$ cat src/rtl/line_raster_queue.sv
// line_raster_queue
// Bresenham line rasteriser that takes queued segment requests and writes
// their pixels into a frame-buffer RAM through a ready/valid write port. It
// also runs a queued full-screen clear.
//
// Ports
//   i_clk, i_reset          clock, asynchronous active-high reset
//   i_x0/i_y0/i_x1/i_y1     segment endpoints
//   i_color                 segment colour
//   i_load_fifo             strobe that pushes one segment into the FIFO
//   i_clear_buffer          strobe that requests a full-screen clear
//   o_fifo_full/o_fifo_empty  registered FIFO status
//   o_overflow              one-cycle pulse when a push was dropped (FIFO full)
//   o_waiting               idle, nothing queued and no clear pending
//   o_wr_en/i_wr_ready      write handshake toward the frame buffer
//   o_wr_addr/o_wr_data     write address (y*P_SCREEN_W + x) and pixel value
module line_raster_queue #(
  parameter int P_X_COORD_W       = 11,
  parameter int P_Y_COORD_W       = 11,
  parameter int P_SCREEN_W        = 640,
  parameter int P_SCREEN_H        = 480,
  parameter int P_DATA_W          = 1,
  parameter int P_LOG2_RAM_DEPTH  = 19,
  parameter int P_LOG2_FIFO_DEPTH = 3
) (
  input  logic                        i_clk,
  input  logic                        i_reset,
  input  logic [P_X_COORD_W-1:0]      i_x0,
  input  logic [P_Y_COORD_W-1:0]      i_y0,
  input  logic [P_X_COORD_W-1:0]      i_x1,
  input  logic [P_Y_COORD_W-1:0]      i_y1,
  input  logic [P_DATA_W-1:0]         i_color,
  input  logic                        i_load_fifo,
  input  logic                        i_clear_buffer,
  output logic                        o_fifo_full,
  output logic                        o_fifo_empty,
  output logic                        o_overflow,
  output logic                        o_waiting,
  output logic                        o_wr_en,
  input  logic                        i_wr_ready,
  output logic [P_LOG2_RAM_DEPTH-1:0] o_wr_addr,
  output logic [P_DATA_W-1:0]         o_wr_data
);

  localparam int XW = P_X_COORD_W;
  localparam int YW = P_Y_COORD_W;
  localparam int AW = P_LOG2_RAM_DEPTH;
  localparam int CW = ((XW > YW) ? XW : YW) + 2;
  localparam int FD = 1 << P_LOG2_FIFO_DEPTH;
  localparam int EW = 2 * XW + 2 * YW + P_DATA_W;

  localparam logic [XW:0]   SCREEN_W_X = (XW + 1)'(P_SCREEN_W);
  localparam logic [YW:0]   SCREEN_H_Y = (YW + 1)'(P_SCREEN_H);
  localparam logic [AW-1:0] SCREEN_W_A = AW'(P_SCREEN_W);
  localparam logic [AW-1:0] LAST_ADDR  = AW'(P_SCREEN_W * P_SCREEN_H - 1);

  typedef enum logic [1:0] {
    ST_IDLE  = 2'd0,
    ST_LOAD  = 2'd1,
    ST_DRAW  = 2'd2,
    ST_CLEAR = 2'd3
  } state_t;

  state_t state_reg, state_next;

  // ---------------------------------------------------------------------
  // Segment FIFO: array storage with a registered read into head_reg.
  // ---------------------------------------------------------------------
  logic [EW-1:0]                fifo_mem [FD];
  logic [EW-1:0]                head_reg;
  logic [P_LOG2_FIFO_DEPTH-1:0] wr_ptr_reg, rd_ptr_reg;
  logic [P_LOG2_FIFO_DEPTH:0]   count_reg, count_next;
  logic                         full_reg, empty_reg, overflow_reg;
  logic                         clear_pending_reg;
  logic                         push, pop;

  // A push while full is dropped even if a pop happens in the same cycle,
  // because acceptance only looks at the registered full flag.
  assign push = i_load_fifo & ~full_reg;
  assign pop  = (state_reg == ST_IDLE) & ~clear_pending_reg & ~empty_reg;

  always_comb begin
    count_next = count_reg;
    if (push && !pop) begin
      count_next = count_reg + 1'b1;
    end else if (pop && !push) begin
      count_next = count_reg - 1'b1;
    end
  end

  always_ff @(posedge i_clk) begin
    if (push) begin
      fifo_mem[wr_ptr_reg] <= {i_x0, i_y0, i_x1, i_y1, i_color};
    end
  end

  always_ff @(posedge i_clk) begin
    if (pop) begin
      head_reg <= fifo_mem[rd_ptr_reg];
    end
  end

  always_ff @(posedge i_clk or posedge i_reset) begin
    if (i_reset) begin
      wr_ptr_reg   <= '0;
      rd_ptr_reg   <= '0;
      count_reg    <= '0;
      full_reg     <= 1'b0;
      empty_reg    <= 1'b1;
      overflow_reg <= 1'b0;
    end else begin
      if (push) wr_ptr_reg <= wr_ptr_reg + 1'b1;
      if (pop)  rd_ptr_reg <= rd_ptr_reg + 1'b1;
      count_reg    <= count_next;
      full_reg     <= (count_next == (P_LOG2_FIFO_DEPTH + 1)'(FD));
      empty_reg    <= (count_next == '0);
      overflow_reg <= i_load_fifo & full_reg;
    end
  end

  // ---------------------------------------------------------------------
  // Head-entry decode and Bresenham set-up values (used in LOAD).
  // ---------------------------------------------------------------------
  logic [XW-1:0]       h_x0, h_x1;
  logic [YW-1:0]       h_y0, h_y1;
  logic [P_DATA_W-1:0] h_color;
  logic signed [CW-1:0] dx_load, dy_load;

  assign {h_x0, h_y0, h_x1, h_y1, h_color} = head_reg;

  always_comb begin
    dx_load = (h_x1 >= h_x0) ? CW'(h_x1 - h_x0) : CW'(h_x0 - h_x1);
    dy_load = (h_y1 >= h_y0) ? -CW'(h_y1 - h_y0) : -CW'(h_y0 - h_y1);
  end

  // ---------------------------------------------------------------------
  // Drawing datapath
  // ---------------------------------------------------------------------
  logic [XW-1:0]        x_reg, x1_reg;
  logic [YW-1:0]        y_reg, y1_reg;
  logic [P_DATA_W-1:0]  color_reg;
  logic signed [CW-1:0] dx_reg, dy_reg, err_reg, err_step;
  logic                 sx_neg_reg, sy_neg_reg;
  logic [AW-1:0]        clr_addr_reg;

  logic signed [CW:0]   e2, dx_ext, dy_ext;
  logic                 step_x, step_y, onscreen, at_end, advance, clr_last;
  logic [AW-1:0]        pix_addr;

  assign e2     = {err_reg, 1'b0};
  assign dx_ext = {dx_reg[CW-1], dx_reg};
  assign dy_ext = {dy_reg[CW-1], dy_reg};
  assign step_x = (e2 >= dy_ext);
  assign step_y = (e2 <= dx_ext);

  always_comb begin
    err_step = err_reg;
    if (step_x) err_step = err_step + dy_reg;
    if (step_y) err_step = err_step + dx_reg;
  end

  // Coordinates that stepped below zero wrap to large values and are
  // therefore treated as off-screen by the same compare.
  assign onscreen = ({1'b0, x_reg} < SCREEN_W_X) && ({1'b0, y_reg} < SCREEN_H_Y);
  assign at_end   = (x_reg == x1_reg) && (y_reg == y1_reg);
  // Off-screen pixels never wait for the RAM; they are skipped in one cycle.
  assign advance  = ~onscreen | i_wr_ready;
  assign clr_last = (clr_addr_reg == LAST_ADDR);
  // Modular multiply-add: identical to the full-precision result truncated.
  assign pix_addr = AW'(y_reg) * SCREEN_W_A + AW'(x_reg);

  always_ff @(posedge i_clk or posedge i_reset) begin
    if (i_reset) begin
      x_reg             <= '0;
      y_reg             <= '0;
      x1_reg            <= '0;
      y1_reg            <= '0;
      color_reg         <= '0;
      dx_reg            <= '0;
      dy_reg            <= '0;
      err_reg           <= '0;
      sx_neg_reg        <= 1'b0;
      sy_neg_reg        <= 1'b0;
      clr_addr_reg      <= '0;
      clear_pending_reg <= 1'b0;
    end else begin
      // A new request wins over the completion of a running clear.
      if (i_clear_buffer) begin
        clear_pending_reg <= 1'b1;
      end else if (state_reg == ST_CLEAR && i_wr_ready && clr_last) begin
        clear_pending_reg <= 1'b0;
      end

      case (state_reg)
        ST_IDLE: begin
          clr_addr_reg <= '0;
        end
        ST_LOAD: begin
          x_reg      <= h_x0;
          y_reg      <= h_y0;
          x1_reg     <= h_x1;
          y1_reg     <= h_y1;
          color_reg  <= h_color;
          dx_reg     <= dx_load;
          dy_reg     <= dy_load;
          err_reg    <= dx_load + dy_load;
          sx_neg_reg <= (h_x1 < h_x0);
          sy_neg_reg <= (h_y1 < h_y0);
        end
        ST_DRAW: begin
          if (advance && !at_end) begin
            err_reg <= err_step;
            if (step_x) x_reg <= sx_neg_reg ? x_reg - 1'b1 : x_reg + 1'b1;
            if (step_y) y_reg <= sy_neg_reg ? y_reg - 1'b1 : y_reg + 1'b1;
          end
        end
        ST_CLEAR: begin
          if (i_wr_ready) clr_addr_reg <= clr_addr_reg + 1'b1;
        end
        default: ;
      endcase
    end
  end

  // ---------------------------------------------------------------------
  // FSM: state register / next state / outputs
  // ---------------------------------------------------------------------
  always_ff @(posedge i_clk or posedge i_reset) begin
    if (i_reset) begin
      state_reg <= ST_IDLE;
    end else begin
      state_reg <= state_next;
    end
  end

  always_comb begin
    state_next = state_reg;
    case (state_reg)
      ST_IDLE: begin
        if (clear_pending_reg)  state_next = ST_CLEAR;
        else if (!empty_reg)    state_next = ST_LOAD;
      end
      ST_LOAD:  state_next = ST_DRAW;
      ST_DRAW:  if (advance && at_end) state_next = ST_IDLE;
      ST_CLEAR: if (i_wr_ready && clr_last) state_next = ST_IDLE;
      default:  state_next = ST_IDLE;
    endcase
  end

  always_comb begin
    o_wr_en   = 1'b0;
    o_wr_addr = '0;
    o_wr_data = '0;
    case (state_reg)
      ST_DRAW: begin
        o_wr_en   = onscreen;
        o_wr_addr = pix_addr;
        o_wr_data = color_reg;
      end
      ST_CLEAR: begin
        o_wr_en   = 1'b1;
        o_wr_addr = clr_addr_reg;
      end
      default: ;
    endcase
  end

  assign o_fifo_full  = full_reg;
  assign o_fifo_empty = empty_reg;
  assign o_overflow   = overflow_reg;
  assign o_waiting    = (state_reg == ST_IDLE) & empty_reg & ~clear_pending_reg;

endmodule

$ cat config.mk
export PLATFORM = sky130hd
export DESIGN_NAME = line_raster_queue
export DESIGN_NICKNAME = d
export VERILOG_FILES = /design/src/rtl/line_raster_queue.sv
export SDC_FILE = /design/constraint.sdc
export NUM_CORES = 1
export LEC_CHECK = 0
export BUFFER_PORTS_ARGS = -buffer_cell sky130_fd_sc_hd__buf_2
export CAP_MARGIN = 20
export CORE_MARGIN = 1.5
export CORE_UTILIZATION = 45
export DETAILED_ROUTE_END_ITERATION = 8
export GPL_TIMING_DRIVEN = 0
export PLACE_DENSITY = 0.66
export SLEW_MARGIN = 30
export SYNTH_ARGS = -nofsm -noshare
export SYNTH_HDL_FRONTEND = slang
export SYNTH_SLANG_ARGS = --single-unit
$ cat constraint.sdc
create_clock -name i_clk -period 14.1 [get_ports i_clk]
set_input_delay 2.82 -clock i_clk [delete_from_list [all_inputs] [get_ports i_clk]]
set_output_delay 2.82 -clock i_clk [all_outputs]
set_load 0.005 [all_outputs]
## Yosys cells after proc, flatten, opt, wreduce, memory -nomap -nowiden

Memories as Yosys holds them, arrays and structs flattened. A register that Yosys moved wholly into a read port is not among the register bits.
Index checks and enable logic that the tools add are counted.

| word-level totals | value |
|---|---|
| register bits after elaboration | 121 |
| output and inout port bits | 25 |
| memory bits (writable) | 360 |
| input port bits | 50 |
| memories | 1 |

| cells by class | value |
|---|---|
| $add $sub $neg | 19 |
| bitwise operators | 11 |
| muxes and demuxes | 30 |
| reduce and logical (&&, ||, !) cells | 22 |
| $lt $le $gt $ge | 8 |
| equal/unequal tests | 14 |
| $mul | 1 |

Memories:

| name | words | bits a word | read ports | clocked after memory_dff | write ports | line | text |
|---|---|---|---|---|---|---|---|
| fifo_mem | 8 | 45 | 1 | 1 | 1 | 69 | `logic [EW-1:0] fifo_mem [FD];` |

Operators with widths:

| kind | number |
|---|---|
| case mux 19 bit (2 select lines) | 2 |
| two-way mux 11 bit | 6 |
| two-way mux 13 bit | 5 |
| subtractor 11 x 11 -> 12 bit | 4 |
| case mux 11 bit (2 select lines) | 2 |
| adder 13 bit | 3 |
| negation 13 bit | 2 |
| case mux 13 bit (2 select lines) | 1 |
| adder 11 x 1 -> 11 bit (second input constant) | 2 |
| equality test 11 bit | 2 |
| >= comparator 11 bit | 2 |
| < comparator 11 bit | 2 |
| subtractor 11 x 1 -> 11 bit (second input constant) | 2 |
| adder 19 x 1 -> 19 bit (second input constant) | 1 |
| adder 19 x 11 -> 19 bit | 1 |
| equality test 19 bit (second input constant) | 1 |
| two-way mux 19 bit | 1 |
| >= comparator 14 x 13 -> 1 bit | 1 |
| <= comparator 14 x 13 -> 1 bit | 1 |
| multiplier 11 x 3 -> 12 bit (second input constant) | 1 |
| < comparator 11 x 10 -> 1 bit (second input constant) | 1 |
| < comparator 11 x 9 -> 1 bit (second input constant) | 1 |
| != test 2 bit (second input constant) | 5 |
| logical AND 1 bit | 9 |
| other kinds (22) | 47 |

## Logic depth before layout (Yosys ltp)

| depth | value |
|---|---|
| depth after elaboration | 7 |
| depth in mapped cells | 22 |

## Worst setup path before layout

Ideal clock, no wire load.

| timing path | value |
|---|---|
| path kind | in2reg |
| from | input port i_load_fifo |
| to | memory fifo_mem[0][0] in the netlist's numbering (enable) |
| stages | 3 |
| data required time | 13.597 ns |
| library setup time | 0.503 ns |
| arrival | 6.391 ns |
| buffers on the path | 0 |
| path slack | 7.206 ns |
| path through | nor2b_1 -> nand2b_1 -> nor3_1 |

| between the ends | value |
|---|---|
| cells in the longest elaborated chain, start to end | 3 |

Ends and longest elaborated chain:

| what | line | text |
|---|---|---|
| start, declared | 33 | `input logic i_load_fifo,` |
| AND 1 bit | 79 | `assign push = i_load_fifo & ~full_reg;` |
| two-way mux 1 bit | 92 | `if (push) begin` |
| two-way mux 1 bit (not written as such) | 93 | `fifo_mem[wr_ptr_reg] <= {i_x0, i_y0, i_x1, i_y1, i_color};` |
| end, declared | 69 |  |

Every way passes these cells.

## Worst setup path in the final report

| timing path | value |
|---|---|
| from | register y_reg[1] |
| to | output port o_wr_addr[18] |

| between the ends | value |
|---|---|
| cells in the longest elaborated chain, start to end | 3 |

Ends and longest elaborated chain:

| what | line | text |
|---|---|---|
| start, declared | 140 | `logic [YW-1:0] y_reg, y1_reg;` |
| start signal, assigned | 200 | `y_reg <= h_y0;` |
| start signal, assigned | 214 | `if (step_y) y_reg <= sy_neg_reg ? y_reg - 1'b1 : y_reg + 1'b1;` |
| multiplier 11 x 3 -> 12 bit | 170 | `assign pix_addr = AW'(y_reg) * SCREEN_W_A + AW'(x_reg);` |
| adder 19 x 11 -> 19 bit | 170 |  |
| case mux 19 bit (2 select lines) | 254 | `case (state_reg)` |
| end, declared | 41 | `output logic [P_LOG2_RAM_DEPTH-1:0] o_wr_addr,` |

Every way passes these cells.

==> impl_metrics.env <==
export IMPL_drive_above_1_share_pct=17.8
export IMPL_detail_route_iter0_violations=1530
export IMPL_rrSetupSlack_ns=7.89
export IMPL_mappedNetlistArea_um2=27300
export IMPL_slew_viol_final=0
export IMPL_nNetsFinal=2473
export IMPL_min_to="color_reg$_DFFE_PP0P_"
export IMPL_antenna_found_initial=5
export IMPL_cts_sinks=525
export IMPL_syn_instance_count=2093
export IMPL_drt_pass1_iterations=5
export IMPL_yosysTopAreaCellShare_pct=44.6
export IMPL_outcome="complete, no violations"
export IMPL_num_rows=90
export IMPL_tightestPinTransition_ns=0.916
export IMPL_syn_mean_instance_area_um2=13.0
export IMPL_hold_path_depth=2
export IMPL_cts_max_level=2
export IMPL_start_util_pct=45.4
export IMPL_setup_worst_path_end_class="output port"
export IMPL_ios=75
export IMPL_postLayoutCoreUtil_pct=51.9
export IMPL_grt_pass1_wl_mm=106
export IMPL_synth_seq_cells=525
export IMPL_grt_pass1_vias=17900
export IMPL_die_h_um=249
export IMPL_syn_nets=2306
export IMPL_maxCapViolations=0
export IMPL_cts_buffers=54
export IMPL_vias=17600
export IMPL_area_growth_pct=14.4
export IMPL_startpoint="y_reg[1]$_DFFE_PP0P_"
export IMPL_synthDistinctLibCells=92
export IMPL_gp_congestion=0.927
export IMPL_ir_drop_uv=109
export IMPL_leakagePower_nw=11.8
export IMPL_finalPower_w=0.00373
export IMPL_cts_hold_buffers=0
export IMPL_grt_max_degree=78
export IMPL_fin_setup_tns_ns=0
export IMPL_yosysWarningCount=0
export IMPL_clk_path_buf_depth=3
export IMPL_clk_latency_ns=0.63
export IMPL_ant_nets=0
export IMPL_cts_root_buf="clkbuf_16"
export IMPL_ys_seq_area_share_pct=55.6
export IMPL_clk_pin_slew_ns=0.06
export IMPL_cts_resized=0
export IMPL_port_buffers=74
export IMPL_powerDensity_nw_per_um2=120
export IMPL_critical_path_class="register to output port"
export IMPL_synth_area_top_cells="edfxtp_1 45%, dfrtp_1 11%, mux4_2 7.4%, ha_1 7.0%, mux2_2 2.8%"
export IMPL_async_flop_share_pct=22.9
export IMPL_gr_total_overflow=0
export IMPL_drc=0
export IMPL_die_width_um=249
export IMPL_final_min_clock_period_ns=6.43
export IMPL_worstPathRequired_ns=11.28
export IMPL_crit_path_max_fanout=6
export IMPL_design_die_area_um2=62100
export IMPL_synth_common_cells="405 x edfxtp_1, 152 x ha_1, 148 x nand2_1"
export IMPL_postCtsSetupBuffers=0
export IMPL_synth_edff_count=405
export IMPL_largest_reg_flops=360
export IMPL_r2r_end="err_reg[12]$_DFFE_PP0P_"
export IMPL_cts_tree="yes"
export IMPL_groute_usage_overall_pct=22.2
export IMPL_wl_per_cell_um=22.2
export IMPL_wl_mm=68.5
export IMPL_hold_violations=0
export IMPL_arrival_ns=3.61
export IMPL_worstHoldStart="color_reg$_DFFE_PP0P_"
export IMPL_synth_top_area_cell="edfxtp_1"
export IMPL_fin_area_um2=31200
export IMPL_hp_class="register to register"
export IMPL_cp_start_kind="register"
export IMPL_synthFlopType="edfxtp_1"
export IMPL_slew_headroom_pct=38.9
export IMPL_post_route_period_util_pct=45.6
export IMPL_dp_hpwl_mm=51.1
export IMPL_place_area_um2=29400
export IMPL_fmax_mhz=155
export IMPL_setup_violations=0
export IMPL_yosysMostFrequentCell="edfxtp_1"
export IMPL_fin_skew_ns=0.0616
export IMPL_r2r_cells=22
export IMPL_vias_per_cell=5.71
export IMPL_core_um2=60100
export IMPL_rsz0062_at_grt="false"
export IMPL_regToRegStartpoint="head_reg[12]$_DFFE_PP_"
-- placed cells by master, fill, tap and decap left out, types with 9 or more instances in the layout --
cell type	netlist	layout
xor2_1	51	51
o21a_1	14	14
clkbuf_16	0	54
mux2i_1	27	27
inv_1	129	128
a31oi_1	9	9
nand3_1	48	48
clkbuf_1	49	59
ha_1	152	152
and2_1	9	9
buf_4	0	14
o21ai_0	114	114
bufinv_16	0	9
nand2b_1	20	20
dfrtp_1	119	119
mux2_2	67	67
nor2b_1	31	31
a211oi_1	14	14
a21o_1	34	34
fa_1	11	11
buf_16	0	17
xnor2_1	73	73
buf_2	6	80
edfxtp_1	405	405
o21bai_1	12	12
o211ai_1	12	12
o31ai_1	9	9
mux4_2	90	90
nor3_1	47	45
or3_1	15	15
nor2_1	103	97
a21oi_1	112	112
nor4_1	12	12
nand4_1	11	11
nand2_1	148	148
-- worst max path at each step --
| stage | end | slack [ns] | depth (start not counted) |
|---|---|---|---|
| detailed placement | err_reg[12]$_DFFE_PP0P_ | 8.10 | 22 |
| global placement | fifo_mem[0][28]$_DFFE_PP_ | 3.73 | 4 |
| finish | o_wr_addr[18] | 7.67 | 14 |
| floorplan | fifo_mem[0][0]$_DFFE_PP_ | 7.21 | 3 |
| CTS | o_wr_addr[18] | 7.66 | 14 |
| global route | o_wr_addr[18] | 7.49 | 12 |
-- cell type report --
cell class              count  area, um2
repair buffers            111       1020
well taps                 782        978
clock buffers              64       1390
flip-flops and latches    525      15200
plain buffers              76        349
diodes                      3       7.51
multi-input cells        1363      11400
clock inverters            32        450
fillers                  5074      28900
inverters                 129        492
-- power by group --
| part | internal, W | switching, W | total, W |
|---|---|---|---|
| Sequential | 0.00185 | 0.0000464 | 0.00190 |
| Clock | 0.000872 | 0.000605 | 0.00148 |
| Combinational | 0.000148 | 0.000210 | 0.000357 |
| Total | 0.00287 | 0.000861 | 0.00373 |
-- routing by layer --
| metal | global-route usage, % | routed length [um] | part of all wire (%) | vias to the layer above |
|---|---|---|---|---|
| li1 | - | - | - | 8185 |
| met1 | 30.1 | 29900 | 44 | 8818 |
| met2 | 37.0 | 33100 | 48 | 500 |
| met3 | 2.83 | 3560 | 5.2 | 102 |
| met4 | 7.28 | 1940 | 2.8 | 6 |
| met5 | 0 | 33 | 0.048 | - |
-- cell families (layout without fill, tap and decap cells) --
group	after synthesis	count (layout)	share of synthesized area, %
muxes	186	186	11.3
adders and majority gates	163	163	7.78
DFF	525	525	55.6
xor gates and xnor gates	126	126	4.12
other	0	3	0
and+or+nand+nor	488	488	8.78
AOI/OAI and AO/OA	400	400	9.38
buffers and inverters	205	412	3.02
-- worst max-delay path, stage by stage, from the launching register on --
cell	delay, ns
dfrtp_1	0.51
ha_1	0.36
ha_1	0.22
inv_1	0.07
fa_1	0.19
inv_1	0.05
a21o_1	0.17
a21oi_1	0.22
o21bai_1	0.09
a21oi_1	0.22
xnor2_1	0.21
nand4_1	0.16
or3_1	0.37
nand3_1	0.08
buf_2	0.11
-- stage by stage --
stage | setup slack [ns] | instances | hold slack, ns
floorplan | 7.21 | 2093 | 0.415
global placement | 3.73 | 2949 | 0.462
detailed placement | 8.10 | 2986 | 0.474
CTS | 7.66 | 3082 | 0.486
global route | 7.49 | 3083 | 0.498
finish | 7.67 | 3085 | 0.483
No activity file was read; power rests on OpenSTA's default activity.
